**src/rtl/keycode_pkg.sv**
```systemverilog
// Shared types and default key bindings for the keyboard action front end.
// Keycodes are USB HID usage IDs; 0x00 means "no key" in both slots and keymap.
package keycode_pkg;

    localparam logic [7:0] KEY_NONE  = 8'h00;
    localparam logic [7:0] KEY_UP    = 8'h52;
    localparam logic [7:0] KEY_LEFT  = 8'h50;
    localparam logic [7:0] KEY_DOWN  = 8'h51;
    localparam logic [7:0] KEY_RIGHT = 8'h4F;
    localparam logic [7:0] KEY_Z     = 8'h1D;
    localparam logic [7:0] KEY_X     = 8'h1B;

    // Action 0 sits in the least significant byte: up, left, down, right, jump, shoot.
    localparam logic [47:0] DEFAULT_KEYMAP = {KEY_X, KEY_Z, KEY_RIGHT, KEY_DOWN, KEY_LEFT, KEY_UP};

    typedef enum logic [1:0] {
        IDLE,
        DELAY,
        REPEAT
    } chan_state_t;

endpackage

```
**src/rtl/key_action_channel.sv**
```systemverilog
// Per-action tracker: turns a raw match level into registered held/pressed/released
// levels and pulses, plus frame-paced auto-repeat after an initial delay.
module key_action_channel
    import keycode_pkg::*;
#(
    parameter int REPEAT_DELAY  = 20,
    parameter int REPEAT_PERIOD = 5,
    parameter int CNT_W         = 8
) (
    input  logic Clk,
    input  logic Reset,
    input  logic match_i,
    input  logic frame_tick_i,
    output logic held_o,
    output logic pressed_o,
    output logic released_o,
    output logic repeat_o
);

    localparam logic [CNT_W-1:0] DELAY_LAST  = CNT_W'(REPEAT_DELAY - 1);
    localparam logic [CNT_W-1:0] PERIOD_LAST = CNT_W'(REPEAT_PERIOD - 1);

    chan_state_t      state_q, state_d;
    logic [CNT_W-1:0] cnt_q, cnt_d;
    logic             held_q, held_d;
    logic             pressed_q, pressed_d;
    logic             released_q, released_d;
    logic             repeat_q, repeat_d;

    always_ff @(posedge Clk) begin
        if (Reset) begin
            state_q    <= IDLE;
            cnt_q      <= '0;
            held_q     <= 1'b0;
            pressed_q  <= 1'b0;
            released_q <= 1'b0;
            repeat_q   <= 1'b0;
        end else begin
            state_q    <= state_d;
            cnt_q      <= cnt_d;
            held_q     <= held_d;
            pressed_q  <= pressed_d;
            released_q <= released_d;
            repeat_q   <= repeat_d;
        end
    end

    // Loss of match is checked before frame_tick so a release never carries a repeat,
    // and IDLE ignores frame_tick so the counter always starts from the next tick.
    always_comb begin
        state_d    = state_q;
        cnt_d      = cnt_q;
        pressed_d  = 1'b0;
        released_d = 1'b0;
        repeat_d   = 1'b0;
        case (state_q)
            IDLE: begin
                if (match_i) begin
                    state_d   = DELAY;
                    cnt_d     = '0;
                    pressed_d = 1'b1;
                end
            end
            DELAY: begin
                if (!match_i) begin
                    state_d    = IDLE;
                    cnt_d      = '0;
                    released_d = 1'b1;
                end else if (frame_tick_i) begin
                    if (cnt_q == DELAY_LAST) begin
                        state_d  = REPEAT;
                        cnt_d    = '0;
                        repeat_d = 1'b1;
                    end else begin
                        cnt_d = cnt_q + CNT_W'(1);
                    end
                end
            end
            REPEAT: begin
                if (!match_i) begin
                    state_d    = IDLE;
                    cnt_d      = '0;
                    released_d = 1'b1;
                end else if (frame_tick_i) begin
                    if (cnt_q == PERIOD_LAST) begin
                        cnt_d    = '0;
                        repeat_d = 1'b1;
                    end else begin
                        cnt_d = cnt_q + CNT_W'(1);
                    end
                end
            end
            default: begin
                state_d = IDLE;
                cnt_d   = '0;
            end
        endcase
        held_d = (state_d != IDLE);
    end

    assign held_o     = held_q;
    assign pressed_o  = pressed_q;
    assign released_o = released_q;
    assign repeat_o   = repeat_q;

endmodule

```
**src/rtl/keycode_action_tracker.sv**
```systemverilog
// Keyboard action front end: compares every keycode slot against the runtime keymap
// and feeds one tracking channel per action.
module keycode_action_tracker
    import keycode_pkg::*;
#(
    parameter int NUM_SLOTS     = 4,
    parameter int KEY_W         = 8,
    parameter int NUM_ACTIONS   = 6,
    parameter int REPEAT_DELAY  = 20,
    parameter int REPEAT_PERIOD = 5,
    parameter int CNT_W         = 8
) (
    input  logic                         Clk,
    input  logic                         Reset,
    input  logic [NUM_SLOTS*KEY_W-1:0]   keycode,
    input  logic [NUM_ACTIONS*KEY_W-1:0] keymap,
    input  logic                         frame_tick,
    output logic [NUM_ACTIONS-1:0]       held,
    output logic [NUM_ACTIONS-1:0]       pressed,
    output logic [NUM_ACTIONS-1:0]       released,
    output logic [NUM_ACTIONS-1:0]       repeat_pulse
);

    logic [NUM_ACTIONS-1:0] match;

    // A disabled binding never matches, which also keeps empty 0x00 slots inert.
    always_comb begin
        match = '0;
        for (int a = 0; a < NUM_ACTIONS; a++) begin
            for (int s = 0; s < NUM_SLOTS; s++) begin
                if ((keymap[a*KEY_W +: KEY_W] != KEY_W'(KEY_NONE)) &&
                    (keycode[s*KEY_W +: KEY_W] == keymap[a*KEY_W +: KEY_W])) begin
                    match[a] = 1'b1;
                end
            end
        end
    end

    for (genvar a = 0; a < NUM_ACTIONS; a++) begin : g_chan
        key_action_channel #(
            .REPEAT_DELAY (REPEAT_DELAY),
            .REPEAT_PERIOD(REPEAT_PERIOD),
            .CNT_W        (CNT_W)
        ) u_chan (
            .Clk         (Clk),
            .Reset       (Reset),
            .match_i     (match[a]),
            .frame_tick_i(frame_tick),
            .held_o      (held[a]),
            .pressed_o   (pressed[a]),
            .released_o  (released[a]),
            .repeat_o    (repeat_pulse[a])
        );
    end

endmodule

```
**config.mk**
```make
export PLATFORM = sky130hd
export DESIGN_NAME = keycode_action_tracker
export DESIGN_NICKNAME = d
export VERILOG_FILES = /design/src/rtl/keycode_pkg.sv /design/src/rtl/key_action_channel.sv /design/src/rtl/keycode_action_tracker.sv
export SDC_FILE = /design/constraint.sdc
export NUM_CORES = 1
export LEC_CHECK = 0
export BUFFER_PORTS_ARGS = -buffer_cell sky130_fd_sc_hd__buf_2
export CAP_MARGIN = 20
export CORE_ASPECT_RATIO = 0.7
export CORE_MARGIN = 5
export CORE_UTILIZATION = 27
export CTS_BUF_LIST = sky130_fd_sc_hd__clkbuf_4 sky130_fd_sc_hd__clkbuf_8
export DETAILED_ROUTE_END_ITERATION = 8
export MAX_ROUTING_LAYER = met4
export PLACE_DENSITY = 0.5
export RECOVER_POWER = 25
export SYNTH_ARGS = -nofsm -noshare
export SYNTH_HDL_FRONTEND = slang
export SYNTH_SLANG_ARGS = --single-unit
export TNS_END_PERCENT = 50
```
**constraint.sdc**
```tcl
create_clock -name Clk -period 5.5 [get_ports Clk]
set_input_delay 1.1 -clock Clk [delete_from_list [all_inputs] [get_ports Clk]]
set_output_delay 1.1 -clock Clk [all_outputs]
set_load 0.05 [all_outputs]
```
# After elaboration in Yosys (flattened, before gate mapping)
# Cells that the tools add are included.
dict set report op_classes {
  n_shift 0
  addsub 6
  magnitude_cmp 0
  div 0
  muxes 162
  n_reduce_logical 66
  n_mul 0
  n_bitwise 12
  eq_ne 66
}
# cell count
set ops {}
lappend ops {{two-way mux 8 bit} 42}
lappend ops {{== test 8 bit} 24}
lappend ops {{case mux 8 bit (3 select lines)} 6}
lappend ops {{two-way mux 1 bit} 72}
lappend ops {{two-way mux 2 bit} 30}
lappend ops {{adder 8 x 1 -> 8 bit (second input constant)} 6}
lappend ops {{== test 8 x 3 -> 1 bit (second input constant)} 6}
lappend ops {{== test 8 x 5 -> 1 bit (second input constant)} 6}
lappend ops {{nonzero test 8 bit} 6}
lappend ops {{inequality test 3 bit (second input constant)} 12}
lappend ops {{case mux 2 bit (3 select lines)} 6}
lappend ops {{OR reduction 2 bit} 18}
lappend ops {{logical AND 1 bit} 24}
lappend ops {{AND reduction 3 bit} 6}
lappend ops {{== test 2 x 1 -> 1 bit (second input constant)} 6}
lappend ops {{== test 2 bit (second input constant)} 6}
lappend ops {{zero test 2 bit} 6}
lappend ops {{inequality test 2 x 1 -> 1 bit (second input constant)} 6}
lappend ops {{NOT 1 bit} 12}
lappend ops {{case mux 1 bit (2 select lines)} 6}
lappend ops {{nonzero test 2 bit} 6}
dict set report word_totals {
  ff_bits 84
  latch_bits 0
  word_cells 348
  ramBits 0
  memories 0
  romBits 0
  out_inout_bits 24
  in_bits 83
}

# Logic depth before layout (Yosys ltp)
# Gate-level depths: netlist (run 1).
dict set report logic_depth {
  ltp_word 9
  mapped_depth 10
  depth_no_buf 9
}

# Modules after synthesis
# A second synthesis (run 1) with hierarchy kept.
dict set report unflattened {
  hier_cells 976
  area_unflattened_um2 8021.4
}
# mod cells_per_inst area_each_um2 n_inst
set by_module_without_submodules {}
lappend by_module_without_submodules {keycode_action_tracker 368 2975.4 1}
lappend by_module_without_submodules {{key_action_channel (g_chan[0].u_chan ...)} 102 862.1 3}
lappend by_module_without_submodules {{key_action_channel (g_chan[3].u_chan)} 98 850.8 1}
lappend by_module_without_submodules {{key_action_channel (g_chan[4].u_chan)} 102 808.3 1}
lappend by_module_without_submodules {{key_action_channel (g_chan[5].u_chan)} 102 800.8 1}

# Worst setup path after synthesis (run 1)
# OpenSTA, ideal clock, no wires.
dict set report synth_path {
  path_type {input port to flip-flop}
  from {in keycode[26]}
  to {reg g_chan[3].u_chan.cnt_q[4]}
  path_buffers 1
  path_slack_ns 2.720
  arrival_ns 2.658
  stages 8
  t_required_ns 5.378
  path_cell_list {buf_2 xor2_1 nor4_1 nand2_1 nand4_2 a21oi_1 or2_1 a311o_1}
}
dict set report synth_between {
  elab_chain_cells 5
}
# item line
set synth_lines {}
lappend synth_lines {{from (decl)} keycode_action_tracker.sv:15} ;# input logic [NUM_SLOTS*KEY_W-1:0] keycode,
lappend synth_lines {{== test 8 bit *} keycode_action_tracker.sv:32} ;# (keycode[s*KEY_W +: KEY_W] == keymap[a*KEY_W +: KEY_W])) begin
lappend synth_lines {{logical AND 1 bit *} keycode_action_tracker.sv:31} ;# if ((keymap[a*KEY_W +: KEY_W] != KEY_W'(KEY_NONE)) &&
lappend synth_lines {{two-way mux 1 bit *} keycode_action_tracker.sv:31}
lappend synth_lines {{inequality test 3 bit (no source line) (tied with other cells)} n/a}
lappend synth_lines {{AND reduction 3 bit (no source line) / case mux 8 bit (3 select lines) (equally long branches)} n/a}
lappend synth_lines {{to (signal assigned)} key_action_channel.sv:40} ;# cnt_q <= cnt_d;
lappend synth_lines {{to (decl)} key_action_channel.sv:24} ;# logic [CNT_W-1:0] cnt_q, cnt_d;
# Every way passes the cells marked *; elsewhere a longest branch is shown, timed or not.
# A chain may end at the register's enable or synchronous reset.

# Final worst setup path (run 1)
dict set report layout_path {
  from {in keycode[28]}
  to {reg g_chan[3].u_chan.cnt_q[4]}
}
# The elaborated chain is that of the path after synthesis.

==> results of run 1 <==
logic make-up after synthesis:
logic type | Yosys count | synth area share, %
XOR/XNOR | 196 | 22.26
adder cells (fa/ha/maj) | 36 | 5.841
AO/OA/AOI/OAI | 191 | 15.30
flip-flops | 84 | 21.81
AND/OR/NAND/NOR | 344 | 24.32
buffers and inverters | 175 | 10.32
multiplexers | 1 | 0.1460
power by group:
part / switching [W] / internal [W] / total [W] / leakage (nW)
clock: 0.000233 / 0.000185 / 0.000418 / 0.0855
combinational: 0.000196 / 0.000105 / 0.000301 / 2.24
sequential: 0.00000318 / 0.000612 / 0.000615 / 0.677
total: 0.000433 / 0.000902 / 0.00133 / 3.00
cells in the final DEF (no fill, tap or decap), types with 20 or more instances in the layout:
cell type,count
xnor2_1,35
nor3_1,30
o21ai_0,49
a21oi_1,58
ha_1,36
nor4_1,58
and3_1,20
nand3_1,28
xor2_1,161
inv_1,52
dfxtp_1,84
nor2_1,41
clkbuf_1,25
nand2_1,72
buf_2,81
flip-flops by register name, indices dropped and copies added, names as in the netlist:
register / flops
g_chan.u_chan.released_o: 6
g_chan.u_chan.state_q: 12
g_chan.u_chan.cnt_q: 48
g_chan.u_chan.repeat_o: 6
g_chan.u_chan.pressed_o: 6
g_chan.u_chan.held_o: 6
cell type report:
cell class	instances	area, um^2
fillers	3056	19700
multi-input cells	768	5225
flip-flops and latches	84	1682
repair buffers	107	506.7
well taps	371	464.2
inverters	52	195.2
clock buffers	12	152.6
clock inverters	3	23.77
metrics by stage:
step	setup slack, ns	cell area (um^2)	hold slack (ns)	power [W]
floorplan	2.720	7711	0.4468	0.0008525
global placement	2.168	8113	0.4680	0.0009275
detailed placement	2.191	8113	0.4748	0.0009269
finish	2.380	8249	0.4893	0.001335
global route	2.185	8249	0.5226	0.001408
CTS	2.590	8289	0.4868	0.001353
Yosys cell counts (9+ instances only):
cell / n
a21oi_1: 58
a31oi_1: 11
and2_1: 10
and3_1: 20
buf_1: 11
buf_2: 33
buf_4: 24
clkbuf_1: 54
dfxtp_1: 84
ha_1: 36
inv_1: 52
nand2_1: 71
nand3_1: 28
nand4_1: 17
nor2_1: 41
nor3_1: 30
nor4_1: 58
o211ai_1: 9
o21ai_0: 49
o31ai_1: 10
or4_1: 13
xnor2_1: 35
xor2_1: 161
final timing paths:
check,endpoint,cells after the start,start,slack [ns]
worst min register to register,g_chan[5].u_chan.cnt_q[7],2,g_chan[5].u_chan.cnt_q[7],0.49
worst min-delay path,g_chan[5].u_chan.cnt_q[7],2,g_chan[5].u_chan.cnt_q[7],0.49
worst max-delay path,g_chan[3].u_chan.cnt_q[4],8,keycode[28],2.38
worst max register to register,g_chan[1].u_chan.cnt_q[5],7,g_chan[1].u_chan.cnt_q[3],3.29
metal layers:
metal  wire [um]  global-route usage, %  vias up
li1            -                      -     3503
met1       12230                  21.96     3346
met4         354                  3.734        0
met2       10560                  23.23      218
met3        1550                  3.851       30
met5           0                      -        -
worst max-delay path, cell delays in order:
cell	delay [ns]
clkbuf_1	0.51
xor2_1	0.15
nor4_1	0.30
nand2_1	0.12
nand4_1	0.29
a21oi_1	0.22
or2_1	0.31
a311o_1	0.35
==> results.ini, run 1 <==
[global_route]
track_usage_pct = 15.82
grt_overflow = 0
grt_pass1_vias = 6877
grt_max_degree = 53
grt_pass1_wl_um = 38830
antenna_found_initial = 0

[timing]
rsz0062_at_grt = false
finalSetupTns_ns = 0
worst_pin_slew_ns = 0.8525
timing.final.crit_share_pct = 56.73
finalSetupViolations = 0
hold_viol = 0
clock_skew_ns = 0.01481
relSlewSlack_pct = 43.17
slew_violations = 0
final.min_clock_period_ns = 3.120
fmax_ghz = 0.3205

[run]
drv_cap = 0

[die]
die_y_um = 151.4
initial_core_util_pct = 27.59
ios = 107
core.rowCount = 51
die_width_um = 212.0
dieArea_mm2 = 0.03209
coreArea_mm2 = 0.02795

[setup_path]
worstSetupEndpointType = flop
cp-start-kind = input port
crit_required_ns = 5.76
path_class = input port to flop
crit_fanout = 7
arrival_ns = 3.38

[power]
power.density_mw_per_mm2 = 161.8
peakVddDrop_v = 0.0001166
p_leak_nw = 3.000

[min_path]
hp-class = flop to flop

[routing]
first_iter_violations = 536
via_per_inst = 5.080
avgRoutedWirePerCell_um = 17.68
ant_nets = 0
wl_um = 24700
first_pass_iters = 5
vias = 7097
drc = 0

[synth]
ys_seq_area_share_pct = 21.81
ys_warn_count = 0
async_reset_ff_share_pct = 0
synth_top_area_share_pct = 21.81
synthFlopType = dfxtp_1
synth_top_cells_by_area = dfxtp_1, xor2_1, ha_1, nor4_1, xnor2_1
yosys.area.top_type = dfxtp_1
syn_avg_cell_area_um2 = 7.508
syn-num-nets = 1146
ys_seq_elements = 84
syn-cell-area_mm2 = 0.007711
synth-edff-count = 0
synth_cell_type_count = 64
netlist_instances = 1027

[clock_tree]
clk_pin_slew_ns = 0.08
ctsResizeCount = 0
cts_root_buffer = clkbuf_8
numCtsBuffers = 9
clock_latency_ns = 0.38
htree_num_levels = 3
cts_sinks = 84
postCtsSetupRepairBufs = 0
tritoncts = built
cts_hold_buffers = 0
cts_buffer_depth = 2

[finish]
drive_above_1_share_pct = 11.40
layout.nets = 1141
fin_util_pct = 29.51
antennaDiodeCount = 0
stdcell_count = 1397
area_growth_pct = 6.977

[status]
status = complete, no violations

[placed_design]
dp_hpwl_um = 18840
dp_cells = 1382
place_congestion = 0.9588
port_buffers = 106

(Power assumes the default switching activity.)
==> run 2, diff against run 1 <==
- clock period: 5.5 -> 3.2 ns (I/O delays scaled with it)
==> run 2 against run 1 <==
  * Global-route usage is 0.12 points lower
  * Clock power is 99% higher
  * Combinational power is 73% higher
  * Clock skew is 0.0014 ns higher
  * Sequential cell count stayed put
  * Largest power group unchanged
  * Highest routed layer unchanged
  * Critical endpoint unchanged
==> results.ini, run 2 (same netlist as run 1, synthesis figures left out) <==
[routing]
first_iter_violations = 523  ; -2.4%
vias = 6999  ; -1.4%
first_pass_iters = 5  ; unchanged
drc = 0  ; unchanged
via_per_inst = 4.981  ; -1.9%
wl_um = 24600  ; -0.41%
avgRoutedWirePerCell_um = 17.51  ; -0.98%
ant_nets = 0  ; unchanged

[finish]
fin_util_pct = 29.84  ; +0.33 points
area_growth_pct = 8.162
drive_above_1_share_pct = 12.09  ; +0.69 points
fillers = 3033  ; -0.75%
regMostFlops = g_chan.u_chan.cnt_q
final_common_cell = xor2_1
top_regs = g_chan.u_chan.cnt_q (48), g_chan.u_chan.state_q (12)
antennaDiodeCount = 0  ; unchanged
layout.nets = 1148  ; +0.61%
final_cell_mix = xor2_1, dfxtp_1, buf_2
largest_reg_flops = 48  ; unchanged

[placed_design]
dp_hpwl_um = 19130  ; +1.6%
pre_cts_ws_ns = 0.3866  ; -1.804 ns
place_congestion = 0.9555  ; -0.34%
port_buffers = 106  ; unchanged

[global_route]
grt_max_degree = 28  ; -47%
grt_pass1_wl_um = 38730  ; -0.25%
grt_overflow = 0  ; unchanged
track_usage_pct = 15.71  ; -0.12 points
grt_pass1_vias = 6736  ; -2.1%
antenna_found_initial = 0  ; unchanged

[setup_path]
crit_path_max_incr_delay_ns = 0.48  ; -0.03 ns
cp_cell_sequence = clkbuf_1 -> xor2_1 -> nor4_1 -> nand2_1 -> nand4_1 -> a21oi_1 -> or2_1 -> a311o_1
cp_slowest_cell = clkbuf_1
cp-start-kind = input port
worstSetupEndpointType = flop
arrival_ns = 2.89  ; -0.49 ns
crit_fanout = 7  ; unchanged
r2r_slack_ns = 0.89  ; -2.40 ns
crit_required_ns = 3.45  ; -2.31 ns
path_class = input port to flop

[timing]
worst_pin_slew_ns = 0.8724  ; +0.01988 ns
timing.final.crit_share_pct = 82.32
slew_violations = 0  ; unchanged
finalSetupViolations = 0  ; unchanged
rsz0062_at_grt = false
finalWorstSetupSlack_ns = 0.5656  ; -1.814 ns
finalSetupTns_ns = 0  ; unchanged
clock_skew_ns = 0.01617  ; +0.001358 ns
hold_viol = 0  ; unchanged
final.min_clock_period_ns = 2.634
relSlewSlack_pct = 41.78  ; -1.4 points
fmax_ghz = 0.3796

[die]
initial_core_util_pct = 27.59  ; unchanged
ios = 107  ; unchanged
dieArea_mm2 = 0.03209  ; unchanged
die_y_um = 151.4  ; unchanged
coreArea_mm2 = 0.02795  ; unchanged
core.rowCount = 51  ; unchanged
die_width_um = 212.0  ; unchanged

[clock_tree]
numCtsBuffers = 9  ; unchanged
cts_hold_buffers = 0  ; unchanged
clk_pin_slew_ns = 0.08  ; about the same
ctsResizeCount = 0  ; unchanged
tritoncts = built
cts_sinks = 84  ; unchanged
cts_buffer_depth = 2  ; unchanged
cts_root_buffer = clkbuf_8
htree_num_levels = 3  ; unchanged
postCtsSetupRepairBufs = 0  ; unchanged
clock_latency_ns = 0.37  ; about the same

[power]
pwr-share-comb_pct = 21.6  ; -1.0 points
p_seq_share_pct = 43.9  ; -2.2 points
power.density_mw_per_mm2 = 288.8  ; +78%
peakVddDrop_v = 0.0001913  ; +64%
power.switching_w = 0.0007547  ; +74%
switching_share_pct = 31.33  ; -1.1 points
p_int_w = 0.001654  ; +83%
clock_power_share_pct = 34.5  ; +3.2 points
p_leak_nw = 3.058  ; +1.9%

[status]
status = complete, no violations

[min_path]
hp-class = flop to flop

[run]
drv_cap = 0  ; unchanged

## run 2: changes by cell type in the layout (fill, tap and decap cells not counted)
cell	change
clkbuf_8	+1
inv_6	+1
clkinv_4	+1
buf_4	+7
clkbuf_4	-1
bufinv_16	+1
clkinvlp_4	-2
## run 2: final cells by class
class                   count  area (um^2)  share of cell area [%]
clock inverters             4        56.30                  0.6751
well taps                 371        464.2                   5.566
flip-flops and latches     84         1682                   20.16
repair buffers            114        559.3                   6.706
clock buffers              12        158.9                   1.905
multi-input cells         768         5225                   62.65
inverters                  52        195.2                   2.340
## run 2: worst paths after layout
kind,startpoint,to,depth (start not counted)
min reg2reg,g_chan[5].u_chan.cnt_q[7],g_chan[5].u_chan.cnt_q[7],2
min,g_chan[5].u_chan.cnt_q[7],g_chan[5].u_chan.cnt_q[7],2
max reg2reg,g_chan[4].u_chan.state_q[0],g_chan[4].u_chan.cnt_q[7],8
max,keycode[26],g_chan[3].u_chan.cnt_q[4],8
## run 2: critical path, delay by kind of cell
kind                   cells  cell delay (ns)
AND/OR/NAND/NOR            4             1.04
AO/OA/AOI/OAI              2             0.59
buffers and inverters      1             0.48
XOR/XNOR                   1             0.14
## run 2: power groups by stage
| stage | combinational, W | sequential (W) | clock [W] |
|---|---|---|---|
| finish | 0.000520 | 0.00106 | 0.000831 |
| global placement | 0.000515 | 0.00108 | 0 |
| floorplan | 0.000385 | 0.00108 | 0 |
| CTS | 0.000516 | 0.00106 | 0.000861 |
| detailed placement | 0.000513 | 0.00108 | 0 |
| global route | 0.000564 | 0.00106 | 0.000909 |
## run 2: layer usage
layer	GRT usage [%]	vias to the layer above	share of wire, %
met1	22.78	3288	51
met5	-	-	0
met2	22.73	176	42
met3	3.665	15	6.1
met4	2.092	0	0.61
li1	-	3520	-
## run 2: stage by stage
step           total power, W  area, um^2  hold WS [ns]  cells
3_3_place_gp         0.001597        8165        0.4753   1389
4_1_cts              0.002435        8381        0.4876   1405
2_1_floorplan        0.001465        7711        0.4468   1027
6_report             0.002409        8341        0.4909   1405
5_1_grt              0.002532        8341        0.5205   1405
3_5_place_dp         0.001596        8165        0.4753   1389
==> run 3, diff against run 2 <==
- ABC_AREA: default -> 1
- PLACE_DENSITY: 0.5 -> 0.51
- clock period: 3.2 -> 2.2 ns (I/O delays scaled with it)
==> run 3 against run 2 <==
  * Clock skew decreased by 0.0049 ns
  * Largest cell class unchanged
  * Setup slack lost 0.25 ns
  * Routed wire length increased by 20%
  * Via count up 33%
  * Final cell count is 47% higher
  * First-iteration DRC count increased by 35%
  * Critical path depth increased by 6
  * Core utilization up 1.1 points
==> results.ini, run 3 <==
[routing]
first_pass_iters = 5  ; unchanged
avgRoutedWirePerCell_um = 14.31  ; -18%
drc = 0  ; unchanged
wl_um = 29490  ; +20%
vias = 9288  ; +33%
first_iter_violations = 707  ; +35%
via_per_inst = 4.509  ; -9.5%
ant_nets = 0  ; unchanged

[clock_tree]
clock_latency_ns = 0.40  ; +0.03 ns
cts_sinks = 84  ; unchanged
ctsResizeCount = 0  ; unchanged
cts_buffer_depth = 2  ; unchanged
cts_hold_buffers = 0  ; unchanged
htree_num_levels = 3  ; unchanged
tritoncts = built
clk_pin_slew_ns = 0.08  ; about the same
cts_root_buffer = clkbuf_8
postCtsSetupRepairBufs = 0  ; unchanged
numCtsBuffers = 9  ; unchanged

[synth]
synth.most_common_cell = nand2_1
synth_common_cells = nand2_1, nor2_1, inv_1
netlist_instances = 1544  ; +50%
async_reset_ff_share_pct = 0  ; unchanged
yosys.area.top_type = nand2_1
synth_top_area_share_pct = 27.93  ; +6.1 points
syn-cell-area_mm2 = 0.008467  ; +9.8%
synth_cell_type_count = 28  ; -56%
syn-num-nets = 1663  ; +45%
ys_warn_count = 0  ; unchanged
syn_avg_cell_area_um2 = 5.484  ; -27%
ys_seq_elements = 84  ; unchanged
synth-edff-count = 0  ; unchanged
ys_seq_area_share_pct = 19.86  ; -1.9 points
synth_top_cells_by_area = nand2_1, dfxtp_1, nor2_1, xor2_1, inv_1
synthFlopType = dfxtp_1

[setup_path]
arrival_ns = 2.18  ; -0.71 ns
cp_slowest_cell = clkbuf_1
worstSetupEndpointType = flop
path_class = input port to flop
r2r_slack_ns = 0.48  ; -0.41 ns
crit_required_ns = 2.49  ; -0.96 ns
rr_startpoint = g_chan[4].u_chan.cnt_q[0]
regToRegEndpoint = g_chan[4].u_chan.cnt_q[1]
crit_fanout = 8  ; +1
reg2reg_depth = 9  ; +1
cp-start-kind = input port
cp_cell_sequence = clkbuf_1 -> inv_2 -> nand2_1 -> nand2_1 -> nor2_1 -> nand2_1 -> nor2_1 -> nor2_1 -> nand2_2 -> nand2_4 -> nand2_2 -> nand2_1 -> a21oi_1 -> nor2_1
crit_path_max_incr_delay_ns = 0.31  ; -0.17 ns

[finish]
regMostFlops = g_chan.u_chan.cnt_q
layout.nets = 1751  ; +53%
largest_reg_flops = 48  ; unchanged
area_growth_pct = 13.27
multi_input_area_mm2 = 0.005690  ; +8.9%
regArea_mm2 = 0.001682  ; unchanged
final_common_cell = nand2_1
top_regs = g_chan.u_chan.cnt_q (48), g_chan.u_chan.state_q (12)
fillers = 3499  ; +15%
final_cell_mix = nand2_1, nor2_1, inv_1
stdcell_count = 2060  ; +47%
drive_above_1_share_pct = 12.10  ; +0.014 points
design_area_mm2 = 0.009590  ; +15%

[die]
die_width_um = 221.7  ; +4.6%
die_y_um = 158.2  ; +4.5%
coreArea_mm2 = 0.03101  ; +11%
core.rowCount = 54  ; +5.9%
initial_core_util_pct = 27.30  ; -0.29 points
dieArea_mm2 = 0.03506  ; +9.2%
ios = 107  ; unchanged

[placed_design]
port_buffers = 106  ; unchanged
place_congestion = 0.9531  ; -0.25%
dp_hpwl_um = 24080  ; +26%
dp_cells = 2041  ; +47%
place_area_mm2 = 0.009417  ; +15%

[min_path]
min_to = g_chan[4].u_chan.cnt_q[6]
hold_depth = 2  ; unchanged
min_from = g_chan[4].u_chan.cnt_q[6]
hp-class = flop to flop

[global_route]
grt_overflow = 0  ; unchanged
antenna_found_initial = 5  ; +5
grt_max_degree = 44  ; +57%
grt_pass1_vias = 8495  ; +26%
grt_pass1_wl_um = 46430  ; +20%
track_usage_pct = 17.05  ; +1.3 points

[power]
switching_share_pct = 35.74  ; +4.4 points
p_seq_share_pct = 41.1  ; -2.8 points
pwr-share-comb_pct = 28.4  ; +6.8 points
clock_power_share_pct = 30.4  ; -4.1 points
power.density_mw_per_mm2 = 397.0  ; +37%
power.switching_w = 0.001361  ; +80%
p_int_w = 0.002447  ; +48%
p_leak_nw = 4.986  ; +63%
peakVddDrop_v = 0.0002050  ; +7.2%

[timing]
clock_skew_ns = 0.01129  ; -0.004874 ns
finalSetupViolations = 0  ; unchanged
hold_viol = 0  ; unchanged
timing.final.crit_share_pct = 85.84
relSlewSlack_pct = 57.41  ; +16 points
rsz0062_at_grt = false
final.min_clock_period_ns = 1.888
whs_ns = 0.4853  ; -0.005549 ns
fmax_ghz = 0.5296
worst_pin_slew_ns = 0.6416  ; -0.2308 ns
slew_violations = 0  ; unchanged

[run]
drv_cap = 0  ; unchanged

[status]
status = complete, no violations

-- run 3: cells by family (layout without fill, tap and decap cells) --
logic type	after synthesis	count (layout)	synth area share [%]
AND/OR/NAND/NOR	1025	1025	49.68
buffers and inverters	247	339	12.93
XOR/XNOR	64	64	6.620
flip-flops	84	84	19.86
other	0	4	0
adder cells (fa/ha/maj)	36	36	5.320
AO/OA/AOI/OAI	88	88	5.586
-- run 3: per-layer routing --
metal / GRT usage (%) / up-vias / wire (um)
li1: - / 4909 / -
met5: - / - / 0
met1: 25.56 / 4071 / 15610
met2: 22.94 / 287 / 11070
met4: 2.552 / 0 / 270
met3: 4.634 / 21 / 2532
-- run 3: metrics by stage --
step           total power (W)  setup TNS, ns  setup WS, ns  utilization (%)
2_1_floorplan         0.002303              0        0.5024                -
3_5_place_dp          0.002674       -0.04402      -0.02925            30.36
3_3_place_gp          0.002675              0       0.01167            30.36
6_report              0.003808              0        0.3116            30.92
4_1_cts               0.003844              0        0.3826            30.99
5_1_grt               0.004063              0        0.1261            30.92
-- run 3: power by group through the flow --
stage	Clock (W)	Combinational [W]	Sequential, W
2_1_floorplan	0	0.000706	0.00160
3_3_place_gp	0	0.00107	0.00160
3_5_place_dp	0	0.00107	0.00160
4_1_cts	0.00120	0.00108	0.00157
5_1_grt	0.00127	0.00122	0.00157
6_report	0.00116	0.00108	0.00157
-- run 3: worst max-delay path by stage --
stage / slack [ns] / to / start / cells after the start
floorplan: 0.50 / g_chan[3].u_chan.cnt_q[0] / keycode[15] / 12
global placement: 0.01 / g_chan[1].u_chan.cnt_q[5] / keymap[13] / 14
detailed placement: -0.03 / g_chan[2].u_chan.held_o / keymap[20] / 9
CTS: 0.38 / g_chan[2].u_chan.held_o / keymap[20] / 9
global route: 0.13 / g_chan[1].u_chan.cnt_q[5] / keycode[13] / 14
finish: 0.31 / g_chan[1].u_chan.cnt_q[5] / keycode[13] / 14
-- run 3: critical path: cells and delay by family --
kind,cells,cell delay [ns]
and+or+nand+nor,11,1.14
AOI/OAI and AO/OA,1,0.15
buffers and inverters,2,0.45
-- run 3: layout make-up --
class,instances,share of cell area (%)
well taps,420,5.479
clock inverters,4,0.5219
flip-flops and latches,84,17.53
inverters,176,6.888
diodes,4,0.1044
multi-input cells,1213,59.33
clock buffers,11,1.513
repair buffers,148,8.624
